**src/rtl/tour_cmd_sequencer_if.sv**
```systemverilog
// Link between the command sequencer and RemoteComm: one 16-bit command word
// with a send strobe going out, and transmit-complete plus response-byte
// strobes coming back.
interface tour_cmd_sequencer_if;
    logic [15:0] cmd;
    logic        snd_cmd;
    logic        cmd_snt;
    logic        resp_rdy;
    logic [7:0]  resp;

    // Sequencer side: issues commands, consumes RemoteComm status.
    modport master (
        output cmd,
        output snd_cmd,
        input  cmd_snt,
        input  resp_rdy,
        input  resp
    );

    // RemoteComm side: accepts commands, reports progress and the reply byte.
    modport slave (
        input  cmd,
        input  snd_cmd,
        output cmd_snt,
        output resp_rdy,
        output resp
    );
endinterface

```
**src/rtl/tour_cmd_sequencer.sv**
```systemverilog
// Replays a stored list of Knight command words over RemoteComm. Each entry is
// sent, the transmit-complete pulse is awaited, then the reply byte; only a
// positive ack advances to the next entry. Bad replies, reply timeouts and
// operator aborts end playback with a sticky error and a reason code.
module tour_cmd_sequencer #(
    parameter int               DEPTH   = 16,
    parameter int               TO_W    = 24,
    parameter logic [TO_W-1:0]  TO_CYC  = 24'hF00000,
    parameter logic [7:0]       POS_ACK = 8'hA5,
    localparam int              AW      = $clog2(DEPTH)
) (
    input  logic                     clk,
    input  logic                     rst_n,
    input  logic                     i_wr_en,
    input  logic [AW-1:0]            i_wr_addr,
    input  logic [15:0]              i_wr_data,
    input  logic [AW:0]              i_num_cmds,
    input  logic                     i_start,
    input  logic                     i_abort,
    tour_cmd_sequencer_if.master     bus,
    output logic                     o_busy,
    output logic                     o_done,
    output logic                     o_err,
    output logic [1:0]               o_err_code,
    output logic [AW-1:0]            o_cmd_idx
);

    localparam logic [2:0] ST_IDLE      = 3'd0;
    localparam logic [2:0] ST_LOAD      = 3'd1;
    localparam logic [2:0] ST_SEND      = 3'd2;
    localparam logic [2:0] ST_WAIT_SNT  = 3'd3;
    localparam logic [2:0] ST_WAIT_RESP = 3'd4;
    localparam logic [2:0] ST_DONE      = 3'd5;
    localparam logic [2:0] ST_ERR       = 3'd6;

    localparam logic [1:0] ERR_NONE    = 2'b00;
    localparam logic [1:0] ERR_BADRESP = 2'b01;
    localparam logic [1:0] ERR_TIMEOUT = 2'b10;
    localparam logic [1:0] ERR_ABORT   = 2'b11;

    // Last counter value before the reply window closes; the transition to
    // ERR happens on the clock that would bring the count to TO_CYC.
    localparam logic [TO_W-1:0] TO_LAST  = TO_CYC - TO_W'(1'b1);
    localparam logic [TO_W-1:0] TO_MAX   = {TO_W{1'b1}};
    localparam logic [AW:0]     NUM_MAX  = (AW+1)'(DEPTH);
    localparam logic [AW:0]     NUM_ZERO = {(AW+1){1'b0}};

    logic [15:0]     r_table [DEPTH];

    logic [2:0]      r_state;
    logic [15:0]     r_cmd;
    logic            r_snd_cmd;
    logic            r_busy;
    logic            r_done;
    logic            r_err;
    logic [1:0]      r_err_code;
    logic [AW-1:0]   r_cmd_idx;
    logic [AW:0]     r_num;
    logic [TO_W-1:0] r_to_cnt;

    logic [2:0]      w_state_nxt;
    logic [15:0]     w_cmd_nxt;
    logic            w_snd_cmd_nxt;
    logic            w_busy_nxt;
    logic            w_done_nxt;
    logic            w_err_nxt;
    logic [1:0]      w_err_code_nxt;
    logic [AW-1:0]   w_cmd_idx_nxt;
    logic [AW:0]     w_num_nxt;
    logic [TO_W-1:0] w_to_cnt_nxt;
    logic            w_last;
    logic            w_to_hit;
    logic [TO_W-1:0] w_to_inc;

    // The current entry is the last one when its index reaches num_cmds-1;
    // r_num is never zero while playback is running.
    assign w_last   = ({1'b0, r_cmd_idx} == (r_num - (AW+1)'(1'b1)));
    assign w_to_hit = (r_to_cnt >= TO_LAST);
    // The reply counter saturates instead of wrapping back to zero.
    assign w_to_inc = (r_to_cnt == TO_MAX) ? r_to_cnt : (r_to_cnt + TO_W'(1'b1));

    // Command table: writable only while no playback is running, never reset.
    always_ff @(posedge clk) begin
        if (i_wr_en && !r_busy) begin
            r_table[i_wr_addr] <= i_wr_data;
        end
    end

    // Next-state and next-output decode for the playback sequencer.
    always_comb begin
        w_state_nxt    = r_state;
        w_cmd_nxt      = r_cmd;
        w_snd_cmd_nxt  = 1'b0;
        w_busy_nxt     = r_busy;
        w_done_nxt     = r_done;
        w_err_nxt      = r_err;
        w_err_code_nxt = r_err_code;
        w_cmd_idx_nxt  = r_cmd_idx;
        w_num_nxt      = r_num;
        w_to_cnt_nxt   = r_to_cnt;

        if (r_busy && i_abort) begin
            // Abort wins over any reply or timeout seen in the same cycle.
            w_state_nxt    = ST_ERR;
            w_busy_nxt     = 1'b0;
            w_err_nxt      = 1'b1;
            w_err_code_nxt = ERR_ABORT;
        end else begin
            case (r_state)
                ST_IDLE: begin
                    if (i_start) begin
                        w_err_nxt      = 1'b0;
                        w_err_code_nxt = ERR_NONE;
                        w_cmd_idx_nxt  = {AW{1'b0}};
                        if (i_num_cmds != NUM_ZERO) begin
                            w_state_nxt = ST_LOAD;
                            w_busy_nxt  = 1'b1;
                            w_done_nxt  = 1'b0;
                            // Oversized lengths are clamped so the index never wraps.
                            if (i_num_cmds > NUM_MAX) begin
                                w_num_nxt = NUM_MAX;
                            end else begin
                                w_num_nxt = i_num_cmds;
                            end
                        end else begin
                            // Empty list: trivially complete, nothing is sent.
                            w_done_nxt = 1'b1;
                        end
                    end else begin
                        w_state_nxt = ST_IDLE;
                    end
                end
                ST_LOAD: begin
                    w_cmd_nxt     = r_table[r_cmd_idx];
                    w_snd_cmd_nxt = 1'b1;
                    w_state_nxt   = ST_SEND;
                end
                ST_SEND: begin
                    w_state_nxt = ST_WAIT_SNT;
                end
                ST_WAIT_SNT: begin
                    // A stray reply before transmission completes is ignored.
                    if (bus.cmd_snt) begin
                        w_state_nxt  = ST_WAIT_RESP;
                        w_to_cnt_nxt = {TO_W{1'b0}};
                    end else begin
                        w_state_nxt = ST_WAIT_SNT;
                    end
                end
                ST_WAIT_RESP: begin
                    w_to_cnt_nxt = w_to_inc;
                    if (bus.resp_rdy) begin
                        if (bus.resp == POS_ACK) begin
                            if (w_last) begin
                                w_state_nxt = ST_DONE;
                                w_busy_nxt  = 1'b0;
                                w_done_nxt  = 1'b1;
                            end else begin
                                w_state_nxt   = ST_LOAD;
                                w_cmd_idx_nxt = r_cmd_idx + AW'(1'b1);
                            end
                        end else begin
                            w_state_nxt    = ST_ERR;
                            w_busy_nxt     = 1'b0;
                            w_err_nxt      = 1'b1;
                            w_err_code_nxt = ERR_BADRESP;
                        end
                    end else if (w_to_hit) begin
                        w_state_nxt    = ST_ERR;
                        w_busy_nxt     = 1'b0;
                        w_err_nxt      = 1'b1;
                        w_err_code_nxt = ERR_TIMEOUT;
                    end else begin
                        w_state_nxt = ST_WAIT_RESP;
                    end
                end
                ST_DONE: begin
                    w_state_nxt = ST_IDLE;
                end
                ST_ERR: begin
                    w_state_nxt = ST_IDLE;
                end
                default: begin
                    // Unreachable encoding: fall back to a quiet idle.
                    w_state_nxt = ST_IDLE;
                    w_busy_nxt  = 1'b0;
                end
            endcase
        end
    end

    // Sequencer state and registered outputs, synchronous active-low reset.
    always_ff @(posedge clk) begin
        if (!rst_n) begin
            r_state    <= ST_IDLE;
            r_cmd      <= 16'h0000;
            r_snd_cmd  <= 1'b0;
            r_busy     <= 1'b0;
            r_done     <= 1'b0;
            r_err      <= 1'b0;
            r_err_code <= ERR_NONE;
            r_cmd_idx  <= {AW{1'b0}};
            r_num      <= NUM_ZERO;
            r_to_cnt   <= {TO_W{1'b0}};
        end else begin
            r_state    <= w_state_nxt;
            r_cmd      <= w_cmd_nxt;
            r_snd_cmd  <= w_snd_cmd_nxt;
            r_busy     <= w_busy_nxt;
            r_done     <= w_done_nxt;
            r_err      <= w_err_nxt;
            r_err_code <= w_err_code_nxt;
            r_cmd_idx  <= w_cmd_idx_nxt;
            r_num      <= w_num_nxt;
            r_to_cnt   <= w_to_cnt_nxt;
        end
    end

    assign bus.cmd     = r_cmd;
    assign bus.snd_cmd = r_snd_cmd;
    assign o_busy      = r_busy;
    assign o_done      = r_done;
    assign o_err       = r_err;
    assign o_err_code  = r_err_code;
    assign o_cmd_idx   = r_cmd_idx;

endmodule

```
**src/flat_wrapper.sv**
```systemverilog
// flat-port wrapper written by rule: the top's interface ports become plain ports
module tour_cmd_sequencer_flat 
#(
    parameter int               DEPTH   = 16,
    parameter int               TO_W    = 24,
    parameter logic [TO_W-1:0]  TO_CYC  = 24'hF00000,
    parameter logic [7:0]       POS_ACK = 8'hA5,
    localparam int              AW      = $clog2(DEPTH)
)
  (clk, rst_n, i_wr_en, i_wr_addr, i_wr_data, i_num_cmds, i_start, i_abort, o_busy, o_done, o_err, o_err_code, o_cmd_idx, bus_cmd, bus_snd_cmd, bus_cmd_snt, bus_resp_rdy, bus_resp);
  tour_cmd_sequencer_if bus_i ();
  input  logic clk;
  input  logic rst_n;
  input  logic i_wr_en;
  input  logic [AW-1:0] i_wr_addr;
  input  logic [15:0] i_wr_data;
  input  logic [AW:0] i_num_cmds;
  input  logic i_start;
  input  logic i_abort;
  output logic o_busy;
  output logic o_done;
  output logic o_err;
  output logic [1:0] o_err_code;
  output logic [AW-1:0] o_cmd_idx;
  output wire logic [$bits(bus_i.cmd)-1:0] bus_cmd;
  output wire logic [$bits(bus_i.snd_cmd)-1:0] bus_snd_cmd;
  input wire logic [$bits(bus_i.cmd_snt)-1:0] bus_cmd_snt;
  input wire logic [$bits(bus_i.resp_rdy)-1:0] bus_resp_rdy;
  input wire logic [$bits(bus_i.resp)-1:0] bus_resp;
  assign bus_cmd = bus_i.cmd;
  assign bus_snd_cmd = bus_i.snd_cmd;
  assign bus_i.cmd_snt = bus_cmd_snt;
  assign bus_i.resp_rdy = bus_resp_rdy;
  assign bus_i.resp = bus_resp;
  tour_cmd_sequencer #(.DEPTH(DEPTH), .TO_W(TO_W), .TO_CYC(TO_CYC), .POS_ACK(POS_ACK)) u_core (.clk(clk), .rst_n(rst_n), .i_wr_en(i_wr_en), .i_wr_addr(i_wr_addr), .i_wr_data(i_wr_data), .i_num_cmds(i_num_cmds), .i_start(i_start), .i_abort(i_abort), .bus(bus_i), .o_busy(o_busy), .o_done(o_done), .o_err(o_err), .o_err_code(o_err_code), .o_cmd_idx(o_cmd_idx));
endmodule
```
**config.mk**
```make
export PLATFORM = sky130hd
export DESIGN_NAME = tour_cmd_sequencer_flat
export DESIGN_NICKNAME = d
export VERILOG_FILES = /design/src/rtl/tour_cmd_sequencer_if.sv /design/src/rtl/tour_cmd_sequencer.sv /design/src/flat_wrapper.sv
export SDC_FILE = /design/constraint.sdc
export NUM_CORES = 1
export LEC_CHECK = 0
export ABC_CLOCK_PERIOD_IN_PS = 2910
export BUFFER_PORTS_ARGS = -buffer_cell sky130_fd_sc_hd__buf_4
export CORE_AREA = 2 2 217 241
export DETAILED_ROUTE_END_ITERATION = 12
export DIE_AREA = 0 0 219 243
export PLACE_DENSITY = 0.48
export SETUP_SLACK_MARGIN = 0.4
export SLEW_MARGIN = 20
export SYNTH_ARGS = -nofsm -noshare
export SYNTH_HDL_FRONTEND = slang
export SYNTH_SLANG_ARGS = --single-unit
```
**constraint.sdc**
```tcl
create_clock -name clk -period 2.91 [get_ports clk]
set_input_delay 0.4365 -clock clk [delete_from_list [all_inputs] [get_ports clk]]
set_output_delay 0.4365 -clock clk [all_outputs]
set_load 0.01 [all_outputs]
```
# After elaboration in Yosys (flattened, before gate mapping)
# Memories as Yosys holds them, arrays and structs flattened. A register that Yosys moved wholly into a read port is not among the register bits.
# Index checks and enable logic that the tools add are counted.
[classes] reduce_logical=18 addsub=3 muxes=46 bitwise=3 n_eq_ne=24 magnitude_cmp=2
[ops] cell="24-bit 2-to-1 mux" n=2
[ops] cell="24-bit one-hot mux with 2 select lines" n=1
[ops] cell="24-bit by 1-bit adder with 24-bit output, second input constant" n=1
[ops] cell="24-bit == test, second input constant" n=1
[ops] cell="24-bit greater-or-equal comparator, second input constant" n=1
[ops] cell="3-bit 2-to-1 mux" n=7
[ops] cell="1-bit 2-to-1 mux" n=19
[ops] cell="4-bit 2-to-1 mux" n=4
[ops] cell="3-bit one-hot mux with 5 select lines" n=1
[ops] cell="2-bit 2-to-1 mux" n=6
[ops] cell="4-bit AND reduction" n=3
[ops] cell="6-bit AND reduction" n=2
[ops] cell="2-bit inequality test, second input constant" n=5
[ops] cell="3-bit == test, second input constant" n=3
[ops] cell="3-bit by 2-bit inequality test with 1-bit output, second input constant" n=3
[ops] cell="8-bit == test, second input constant" n=1
[ops] cell="4-bit by 2-bit inequality test with 1-bit output, second input constant" n=2
[ops] cell="4-bit by 3-bit inequality test with 1-bit output, second input constant" n=2
[ops] cell="4-bit one-hot mux with 2 select lines" n=1
[ops] cell="3-bit by 2-bit == test with 1-bit output, second input constant" n=2
[ops] cell="2-bit by 1-bit inequality test with 1-bit output, second input constant" n=3
[ops] cell="4-bit by 5-bit == test with 1-bit output" n=1
[ops] cell="5-bit greater-than comparator, second input constant" n=1
[ops] cell="5-bit 2-to-1 mux" n=1
[ops] cell="other kinds (17)" n=23
[word_totals] mem_count=1 mem_bits_rw=256 register_bits=42 elab_cells=107
[mem_list] name="u_core.r_table" words=16 width=16 read_ports=1 rd_clocked_by_memory_dff=1 wr=1 line="tour_cmd_sequencer.sv:48" rtl="logic [15:0] r_table [DEPTH];"

# Depth between registers and ports, before layout
# Gate-level depths: netlist of the first run.
[depth] depth_word=7 depth_mapped=9 ltp_nobuf=8

# Worst setup path after synthesis of the first run
# No wires, ideal clock.
[synth_timing] kind="register -> register" start="reg u_core.r_busy, in the netlist u_core.o_busy" end="mem u_core.r_table[2][0] (enable)" period_less_slack_ns=2.566 required_ns=2.501 path_stages_with_launch=4 setup_time_ns=0.409 t_arrival_ns=2.156 setup_slack_ns=0.344 cell_sequence="dfxtp_1 nand2b_1 or3b_2 nor3_1"
[synth_between] elab_chain_cells=4
[synth_rtl] item="from (decl)" line="tour_cmd_sequencer.sv:53" rtl="logic r_busy;"
[synth_rtl] item="from (signal assigned)" line="tour_cmd_sequencer.sv:209" rtl="r_busy <= w_busy_nxt;"
[synth_rtl] item="1-bit logical NOT" line="tour_cmd_sequencer.sv:84" rtl="if (i_wr_en && !r_busy) begin"
[synth_rtl] item="1-bit logical AND" line="tour_cmd_sequencer.sv:84"
[synth_rtl] item="1-bit 2-to-1 mux" line="tour_cmd_sequencer.sv:84"
[synth_rtl] item="1-bit 2-to-1 mux (implied by the code)" line="tour_cmd_sequencer.sv:85" rtl="r_table[i_wr_addr] <= i_wr_data;"
[synth_rtl] item="to (decl)" line="tour_cmd_sequencer.sv:48"
# No other way between the ends.

# Worst setup path in the final report of the first run
[layout_timing] start="reg u_core.r_state[0]" end="reg u_core.r_to_cnt[5]"
[layout_between] elab_chain_cells=3 elab_cells_between_ends=7 classes_between="eq/ne (4); mux (1); reduce/logical (2)"
[layout_rtl] item="from (decl)" line="tour_cmd_sequencer.sv:50" rtl="logic [2:0] r_state;"
[layout_rtl] item="from (signal assigned)" line="tour_cmd_sequencer.sv:206" rtl="r_state <= w_state_nxt;"
[layout_rtl] item="3-bit == test or 3-bit by 2-bit == test with 1-bit output (tied branches)" line="tour_cmd_sequencer.sv:109" rtl="case (r_state)"
[layout_rtl] item="2-bit inequality test (no line) or 2-bit nonzero test (tied branches)"
[layout_rtl] item="4-bit AND reduction (no line)"
[layout_rtl] item="to (signal assigned)" line="tour_cmd_sequencer.sv:204" rtl="r_to_cnt <= {TO_W{1'b0}};"
[layout_rtl] item="to (signal assigned)" line="tour_cmd_sequencer.sv:215" rtl="r_to_cnt <= w_to_cnt_nxt;"
[layout_rtl] item="to (decl)" line="tour_cmd_sequencer.sv:59" rtl="logic [TO_W-1:0] r_to_cnt;"
# Several ways; a longest one is shown, not always the timed one.
# A chain may end at the register's enable or synchronous reset.

==> flow_summary.json, run 1 <==
{
  "outcome": "finished, final reports clean",
  "max_freq_mhz": 457,
  "ys_top_cells_by_area": "edfxtp_1 61%, mux4_2 14%, dfxtp_1 9.2%",
  "maxSlewViolCount": 0,
  "yosysWarnings": 0,
  "post_drt_wl_per_cell_um": 20.9,
  "dr_total_vias": 6730,
  "synthCells": 704,
  "final_nets": 856,
  "area_growth_pct": 21.8,
  "synth_fa_ha_area_frac": 0.00298,
  "synth_compound_area_frac": 0.0497,
  "ys_types": 68,
  "die-area_sq_um": 53200,
  "fin_util": 0.302,
  "synthArstFlopShare": 0,
  "worstMarginPinSlew_ns": 0.642,
  "antenna_found_initial": 1,
  "synth-simple-area-share": 0.0696,
  "required_ns": 3.36,
  "drc": 0,
  "peakVddDrop_uv": 390,
  "io_buffers": 65,
  "syn-num-nets": 747,
  "numCtsBuffers": 35,
  "timing.slew.headroom": 0.571,
  "hold_viol": 0,
  "fin_crit_ns": 2.19,
  "rows": 87,
  "core-area_sq_um": 50700,
  "hpwl_mm": 19.6,
  "grt_pass1_vias": 6967,
  "final_common_cell": "edfxtp_1",
  "drive_above_1_share": 0.323,
  "grt_max_degree": 33,
  "fillCellCount": 5059,
  "synth_enable_flop_cells": 256,
  "setup_violations": 0,
  "rsz0062_at_grt": "no",
  "clk_pin_slew_ns": 0.06,
  "final_cell_mix": "256 x edfxtp_1, 99 x buf_4, 80 x mux4_2",
  "initial_core_util": 0.248,
  "max_cap_viol_count": 0,
  "via_per_inst": 4.47,
  "gp_congestion": 0.732,
  "io_pins": 66,
  "hold_class": "input port to flop",
  "die_w_um": 219,
  "diodes": 0,
  "grt_pass1_wl_mm": 46.6,
  "synth_xor_area_frac": 0.0139,
  "skew_ns": 0.0141,
  "dr.pass1.iters": 4,
  "postCtsHoldBufs": 0,
  "ctsResizeCount": 0,
  "grt_usage": 0.119,
  "crit_fanout": 14,
  "fin_crit_sh": 0.752,
  "htree_levels": 2,
  "synth_top_family_by_area": "multiplexers",
  "synth_area_leader_cell": "edfxtp_1",
  "clock_path_buffers": 3,
  "clock_latency_ns": 0.52,
  "clockRootBuffer": "clkbuf_16",
  "cts_setup_buffers": 0,
  "netlist.area_leader.share": 0.610,
  "setup_tns_ns": 0,
  "muxShareOfSynthArea": 0.147,
  "avgSynthCellArea_sq_um": 17.9,
  "ys_ff_latch": 314,
  "p_per_area_nw_per_um2": 671,
  "synth.yosys.seq_area_share": 0.703,
  "drt_iter0_markers": 502,
  "critPathLaunchType": "flop",
  "critPathKind": "flop to flop",
  "cp-end-kind": "flop",
  "die_h_um": 243,
  "synthFlopType": "edfxtp_1",
  "postRouteAntennaNets": 0,
  "grt_overflow_total": 0,
  "p_leak_uw": 0.00489,
  "drt_wl_total_mm": 31.5,
  "tritoncts": "done",
  "synthesis.area_sq_um": 12600,
  "clock-sinks": 314,
  "cp.arrival_ns": 2.64
}
-- final timing paths --
path	cells after the start	from	slack, ns	endpoint
setup reg to reg	7	u_core.r_state[0]	0.72	u_core.r_to_cnt[5]
hold reg to reg	2	u_core.o_err_code[0]	0.47	u_core.o_err_code[0]
hold / removal	3	i_num_cmds[2]	0.22	u_core.r_num[2]
setup / recovery	7	u_core.r_state[0]	0.72	u_core.r_to_cnt[5]
-- power breakdown --
group / switching [uW] / leakage, uW / internal (uW) / total (uW)
registers: 96.1 / 0.00278 / 4980 / 5080
clock network: 1800 / 0.000571 / 2670 / 4470
logic: 442 / 0.00154 / 294 / 737
total: 2340 / 0.00489 / 7950 / 10300
-- synthesized netlist by cell type, types with 3 or more instances --
cell type,number
or3_1,5
a31oi_1,4
edfxtp_1,256
buf_2,6
xnor2_1,10
a22o_1,16
mux4_2,80
nand4_1,5
buf_1,4
a21o_1,4
clkbuf_1,16
nand3_1,13
mux2i_1,5
o21ai_1,5
buf_6,4
a21oi_1,12
dfxtp_1,58
nand2b_1,8
nand4b_1,4
inv_1,3
nor2b_1,9
nor3_1,10
a21boi_0,6
ha_1,3
o21ai_0,6
and2_1,7
xor2_1,10
nand3b_1,5
nor2_1,38
nand2_1,39
and3_1,5
-- cell families after synthesis --
kind of cell               Yosys count
adders and majority gates            3
xor gates and xnor gates            20
and+or+nand+nor                    166
buffers and inverters               36
muxes                               85
DFF                                314
AOI/OAI and AO/OA                   80
-- metrics by stage --
step	std cells	hold WS, ns	power [uW]	setup slack, ns	cell area, sq um
2_1_floorplan	704	0.451	5530	0.466	12600
3_3_place_gp	1443	0.462	5920	0.699	14200
3_5_place_dp	1443	0.466	5930	0.697	14200
4_1_cts	1505	0.188	10400	0.703	15300
5_1_grt	1505	0.211	10700	0.530	15300
6_report	1505	0.220	10300	0.723	15300
-- cell type report --
| class | instances | area, sq um | area share |
|---|---|---|---|
| flip-flops and latches | 314 | 8860 | 0.577 |
| multi-input cells | 354 | 3630 | 0.236 |
| clock buffers | 38 | 887 | 0.0578 |
| repair buffers | 104 | 843 | 0.0550 |
| well taps | 667 | 835 | 0.0544 |
| clock inverters | 24 | 275 | 0.0179 |
| inverters | 4 | 15.0 | 0.000979 |
-- registers in the layout, indices dropped and copies added, names as in the netlist --
signal	flops
u_core.r_table	256
u_core.bus.snd_cmd	1
u_core.o_cmd_idx	4
u_core.bus.cmd	16
u_core.o_busy	1
u_core.o_err_code	2
u_core.r_num	5
u_core.r_to_cnt	24
u_core.r_state	3
u_core.o_err	1
u_core.o_done	1
-- worst max-delay path, cell delays in order, from the launching register on --
cell and delay [ns]:
dfxtp_1 0.41, nor2b_1 0.18, nand3_1 0.48, nor3_2 0.31, buf_4 0.19, nor2_2 0.08
or3_1 0.33, a21oi_1 0.14
-- per-layer routing --
layer / part of all wire / global-route usage
met1: 0.43 / 0.156
met4: 0.010 / 0.0288
met2: 0.51 / 0.204
met5: 0 / 0
met3: 0.055 / 0.0208
(Power assumes the default switching activity.)
==> run 2: changes to the inputs <==
ABC_AREA = 1   (was unset)
ABC_CLOCK_PERIOD_IN_PS = 1900   (was 2910)
CORE_AREA = 2 2 226 250   (was 2 2 217 241)
DIE_AREA = 0 0 228 252   (was 0 0 219 243)
PLACE_DENSITY = 0.49   (was 0.48)
clock period = 1.9 ns   (was 2.91 ns; I/O delays follow)
==> run 2 against run 1 <==
Against the previous run: clock power increased by 54%; utilization is 3.4 points higher; area after synthesis is 7.8% higher; die area is 8.0% higher; non-clock buffer count is 106 higher; design area grew 20%; synthesized cell count grew 87%.
==> flow_summary.json, run 2 <==
{
  "final_common_cell": "nor2_1",
  "p_per_area_nw_per_um2": 999,
  "yosysWarnings": 0,
  "hpwl_mm": 23.4,
  "busiest_layer": "met2",
  "tritoncts": "done",
  "die-area_sq_um": 57500,
  "cpMostUsedCell": "buf_6",
  "area_growth_pct": 35.8,
  "via_per_inst": 4.56,
  "io_pins": 66,
  "setup_violations": 0,
  "synthesis.area_sq_um": 13600,
  "r2r_start": "u_core.o_cmd_idx[0]",
  "fin_util": 0.337,
  "rows": 90,
  "holdPathStages": 1,
  "fin_crit_ns": 1.70,
  "netlist.area_leader.share": 0.567,
  "clock_latency_ns": 0.55,
  "clockRootBuffer": "clkbuf_16",
  "grt_pass1_wl_mm": 61.6,
  "final_nets": 1547,
  "crit_chain": "buf_6 > clkbuf_16 > buf_6",
  "outcome": "finished, final reports clean",
  "synth_common_cells": "322 x nor2_1, 256 x edfxtp_1, 170 x nand2_1",
  "p_seq_frac": 0.434,
  "swShare": 0.283,
  "synthFlopType": "edfxtp_1",
  "pwr-share-comb": 0.192,
  "drc": 0,
  "yosysMostFrequentCell": "nor2_1",
  "p_leak_uw": 0.00653,
  "core-area_sq_um": 54700,
  "htree_levels": 2,
  "final_cell_mix": "284 x nor2_1, 256 x edfxtp_1, 136 x buf_4",
  "diodes": 0,
  "critPathLaunchType": "flop",
  "worst_path_largest_cell_delay_ns": 0.42,
  "r2r-end": "u_core.bus.cmd[6]",
  "power_switching_uw": 5210,
  "ys_top_cells_by_area": "edfxtp_1 57%, nor2_1 8.9%, dfxtp_1 8.6%",
  "r2r_cells": 8,
  "path_buf_inv": 3,
  "ys_types": 33,
  "initial_core_util": 0.248,
  "die_w_um": 228,
  "worstMarginPinSlew_ns": 0.472,
  "drt_iter0_markers": 701,
  "grt_usage": 0.141,
  "postRouteAntennaNets": 0,
  "required_ns": 1.62,
  "clk_pin_slew_ns": 0.06,
  "clkPwrFrac": 0.374,
  "grt_overflow_total": 0,
  "use_met2": 0.222,
  "hold_class": "input port to flop",
  "synth_enable_flop_cells": 256,
  "largest_reg_flops": 256,
  "syn-num-nets": 1359,
  "critPathKind": "flop to output pin",
  "finalPower_uw": 18400,
  "max_freq_mhz": 587,
  "dr_total_vias": 10349,
  "intPower_uw": 13200,
  "dr.pass1.iters": 5,
  "rsz0062_at_grt": "yes",
  "io_buffers": 65,
  "die_h_um": 252,
  "ys_ff_latch": 314,
  "post_drt_wl_per_cell_um": 18.9,
  "cp_slowest_cell": "dfxtp_4",
  "fin_crit_sh": 0.896,
  "peakVddDrop_uv": 629,
  "gp_congestion": 0.834,
  "synth.yosys.seq_area_share": 0.652,
  "fillCellCount": 5547,
  "crit_fanout": 7,
  "synthArstFlopShare": 0,
  "drt_wl_total_mm": 42.8,
  "drive_above_1_share": 0.277,
  "clock_path_buffers": 3,
  "min_from": "i_wr_data[12]",
  "grt_pass1_vias": 9927,
  "skew_ns": 0.0191,
  "use_met3": 0.0337,
  "setup_tns_ns": 0,
  "crit_family": "buffers and inverters",
  "cp.arrival_ns": 1.42,
  "grt_max_degree": 51,
  "hold_end": "u_core.r_table[1][12]",
  "timing.slew.headroom": 0.685,
  "largest_register": "u_core.r_table",
  "synthCells": 1316,
  "hold_viol": 0,
  "use_met1": 0.191,
  "synth_area_leader_cell": "edfxtp_1",
  "regToRegSetupSlack_ns": 0.21,
  "avgSynthCellArea_sq_um": 10.3,
  "clock-sinks": 314,
  "cp-end-kind": "output pin",
  "numCtsBuffers": 38,
  "maxSlewViolCount": 0,
  "antenna_found_initial": 7,
  "max_cap_viol_count": 0
}
-- run 2: cell count changes in the layout (fill, tap and decap cells not counted), moves of 44 or more --
| cell | before | now |
|---|---|---|
| inv_1 | 3 | 62 |
| o21ai_0 | 6 | 104 |
| nand2_1 | 39 | 133 |
| nor2_1 | 26 | 284 |
| mux4_2 | 80 | 0 |
| o211ai_1 | 1 | 65 |
| o21ai_1 | 5 | 49 |
-- run 2: cell type report --
cell class	count	area [sq um]	share of cell area
Clock buffer	54	1020	0.0554
Clock inverter	15	133	0.00720
Inverter	72	300	0.0163
Multi-Input combinational cell	866	4730	0.257
Sequential cell	314	8890	0.482
Tap cell	736	921	0.0500
Timing Repair Buffer	210	2410	0.131
Timing Repair inverter	2	20.0	0.00109
-- run 2: worst max path at each step --
stage                         from                  end  slack (ns)  cells after the start
2_1_floorplan   u_core.r_to_cnt[0]  u_core.r_to_cnt[10]        0.26                     13
3_3_place_gp    u_core.r_to_cnt[0]  u_core.r_to_cnt[14]        0.11                     12
3_5_place_dp    u_core.r_to_cnt[0]  u_core.r_to_cnt[14]        0.09                     12
4_1_cts        u_core.o_cmd_idx[0]    u_core.bus.cmd[3]        0.20                      8
5_1_grt         u_core.r_to_cnt[1]  u_core.r_to_cnt[14]        0.12                     12
6_report       u_core.o_cmd_idx[0]         o_cmd_idx[0]        0.20                      3
-- run 2: timing repair --
| action | in CTS | in global routing |
|---|---|---|
| pin swaps | 32 | 63 |
| cloned | 15 | 10 |
| endpoints found under the setup margin | 294 | 285 |
| gates resized for setup | 114 | 105 |
| setup buffers | 26 | 9 |
| hold buffers | 1 | 0 |
| hold endpoints to repair | 2 | 0 |
-- run 2: worst reg2reg max path: cells and delay by family (launching register included) --
kind | cells | cell delay (ns)
AND/OR/NAND/NOR | 2 | 0.28
buffers and inverters | 3 | 0.38
AO/OA/AOI/OAI | 3 | 0.55
flip-flops | 1 | 0.39
-- run 2: through the flow --
| step | area, sq um | worst slack (ns) | hold WS (ns) | cells |
|---|---|---|---|---|
| 2_1_floorplan | 13700 | 0.259 | 0.383 | 1316 |
| 3_3_place_gp | 15800 | 0.110 | 0.437 | 2139 |
| 3_5_place_dp | 15800 | 0.0898 | 0.440 | 2139 |
| 4_1_cts | 17900 | 0.198 | 0.0101 | 2250 |
| 5_1_grt | 18400 | 0.123 | 0.0357 | 2269 |
| 6_report | 18400 | 0.197 | 0.0331 | 2269 |
-- run 2: metal layers --
layer  vias up  part of all wire  routed length, um
li1       4962                 -                  -
met4        14             0.022                920
met2       259              0.46              19500
met1      5045              0.46              19500
met5         -            0.0021                 88
met3        69             0.063               2720
-- run 2: power by group through the flow --
stage | sequential [uW] | clock [uW] | combinational (uW)
finish | 7990 | 6870 | 3530
global route | 8020 | 7260 | 3850
CTS | 7960 | 6990 | 3310
detailed placement | 8090 | 0 | 2570
global placement | 8090 | 0 | 2550
floorplan | 8140 | 0 | 1520
-- run 2: logic make-up (layout without fill, tap and decap cells) --
family                     count (synthesis)  after routing  share of synthesized area
AOI/OAI and AO/OA                        267            267                      0.117
xor gates and xnor gates                  17             17                     0.0110
adders and majority gates                  3              3                    0.00277
buffers and inverters                    139            353                     0.0432
DFF                                      314            314                      0.652
and+or+nand+nor                          576            579                      0.173
==> run 3: changes to the inputs <==
ABC_CLOCK_PERIOD_IN_PS = 2050   (was 1900)
CAP_MARGIN = 20   (was unset)
PLACE_DENSITY = 0.48   (was 0.49)
clock period = 2.05 ns   (was 1.9 ns; I/O delays follow)
==> run 3 against run 2 <==
Against the previous run: die area did not move; critical path depth shrank 1; utilization down 1.5 points; sequential share of layout area is 2.3 points higher; critical path type unchanged; largest power group unchanged; final cell count decreased by 1.9%; combinational power shrank 21%; power shrank 10%; sequential power decreased by 7.5%; register-to-register slack gained 0.21 ns; worst setup slack gained 0.20 ns; hold slack improved by 0.0069 ns.
==> flow_summary.json, run 3 (synthesis gave the netlist of run 2 again) <==
{
  "fin_crit_sh": 0.807,
  "die_w_um": 228,
  "die_h_um": 252,
  "fillCellCount": 5623,
  "final_common_cell": "nor2_1",
  "grt_overflow_total": 0,
  "largest_register": "u_core.r_table",
  "cp-end-kind": "output pin",
  "grt_pass1_vias": 9617,
  "drive_above_1_share": 0.237,
  "hpwl_mm": 21.6,
  "rows": 90,
  "clock-sinks": 314,
  "grt_max_degree": 52,
  "die-area_sq_um": 57500,
  "crit_chain": "buf_12 > buf_4",
  "drt_iter0_markers": 817,
  "clockRootBuffer": "clkbuf_16",
  "initial_core_util": 0.248,
  "htree_levels": 2,
  "place_area_sq_um": 15500,
  "tritoncts": "done",
  "via_per_inst": 4.51,
  "dr.pass1.iters": 5,
  "max_freq_mhz": 605,
  "diodes": 0,
  "post_drt_wl_per_cell_um": 17.9,
  "clk_pin_slew_ns": 0.05,
  "dr_total_vias": 10042,
  "peakVddDrop_uv": 699,
  "crit_fanout": 26,
  "hold_class": "input port to flop",
  "skew_ns": 0.0237,
  "required_ns": 1.74,
  "cp_slowest_cell": "dfxtp_4",
  "final_cell_mix": "286 x nor2_1, 256 x edfxtp_1, 156 x nand2_1",
  "postRouteAntennaNets": 0,
  "max_cap_viol_count": 0,
  "drt_wl_total_mm": 39.9,
  "worstMarginPinSlew_ns": 0.384,
  "critPathKind": "flop to output pin",
  "final_nets": 1506,
  "clock_path_buffers": 3,
  "clock_latency_ns": 0.56,
  "hold_viol": 0,
  "gp_congestion": 0.834,
  "maxSlewViolCount": 0,
  "timing.slew.headroom": 0.744,
  "rsz0062_at_grt": "yes",
  "worst_path_largest_cell_delay_ns": 0.43,
  "core-area_sq_um": 54700,
  "critPathLaunchType": "flop",
  "numCtsBuffers": 38,
  "fin_crit_ns": 1.65,
  "largest_reg_flops": 256,
  "setup_tns_ns": 0,
  "io_pins": 66,
  "drc": 0,
  "area_growth_pct": 29.7,
  "p_per_area_nw_per_um2": 940,
  "postCtsHoldBufs": 0,
  "grt_pass1_wl_mm": 58.7,
  "finalInstanceArea_sq_um": 17600,
  "p_leak_uw": 0.00610,
  "cp.arrival_ns": 1.35,
  "antenna_found_initial": 5,
  "setup_violations": 0,
  "io_buffers": 65,
  "grt_usage": 0.133,
  "outcome": "finished, final reports clean"
}
==> run 3: cell count changes in the layout (fill, tap and decap cells not counted), moves of 7 or more <==
cell,previous run,this run
buf_4,136,126
buf_6,20,4
dfxtp_1,44,36
dfxtp_2,6,17
nand2_1,133,156
nand2_4,20,3
nor2_2,24,31
nor2_4,20,11
o21ai_0,104,124
o21ai_1,49,37
o21ai_2,8,1
==> run 3: cell type report <==
type | instances | area (sq um) | share of cell area
clock buffers | 58 | 1060 | 0.0600
clock inverters | 10 | 106 | 0.00605
inverters | 72 | 292 | 0.0166
multi-input cells | 864 | 4390 | 0.250
flip-flops and latches | 314 | 8890 | 0.505
well taps | 736 | 921 | 0.0523
repair buffers | 173 | 1940 | 0.110
==> run 3: layer usage <==
metal / GRT usage / wire length [um] / up-vias
met3: 0.0314 / 2630 / 61
met1: 0.187 / 18800 / 4845
li1: - / - / 4847
met4: 0.0372 / 821 / 10
met2: 0.206 / 17600 / 279
met5: 0 / 61 / -
==> run 3: what timing repair did <==
item | 4_1_cts | 5_1_grt
endpoints found under the setup margin | 37 | 164
resized for setup | 42 | 73
cloned | 7 | 5
endpoints found under the hold margin | 0 | 0
buffers inserted | 15 | 22
pin swaps | 11 | 38
==> run 3: critical path: cells and delay by family (launching register included) <==
family	cells	cell delay (ns)
flops	1	0.43
buf+inv	2	0.34
==> run 3: worst paths after layout <==
check                                          to  slack, ns  cells after the start           startpoint
worst max-delay path                 o_cmd_idx[0]       0.40                      2  u_core.o_cmd_idx[0]
worst min-delay path            u_core.r_state[1]       0.04                      3                rst_n
worst max register to register  u_core.bus.cmd[3]       0.42                     10  u_core.o_cmd_idx[0]
worst min register to register      u_core.o_done       0.45                      2        u_core.o_done
==> run 3: stage by stage <==
step	util	worst slack, ns	total power, uW	std cells	hold slack [ns]
2_1_floorplan	-	0.254	8890	1316	0.405
5_1_grt	0.321	0.306	17300	2227	0.0365
3_3_place_gp	0.284	0.248	9750	2110	0.444
4_1_cts	0.313	0.351	16400	2200	0.0120
6_report	0.321	0.396	16500	2227	0.0400
3_5_place_dp	0.284	0.209	9770	2110	0.449
==> run 3: power breakdown <==
group          leakage, uW  switching (uW)  internal, uW  total (uW)
Combinational      0.00275            1650          1140        2800
Clock             0.000559            2640          3700        6350
Sequential         0.00279             183          7210        7390
Total              0.00610            4480         12100       16500
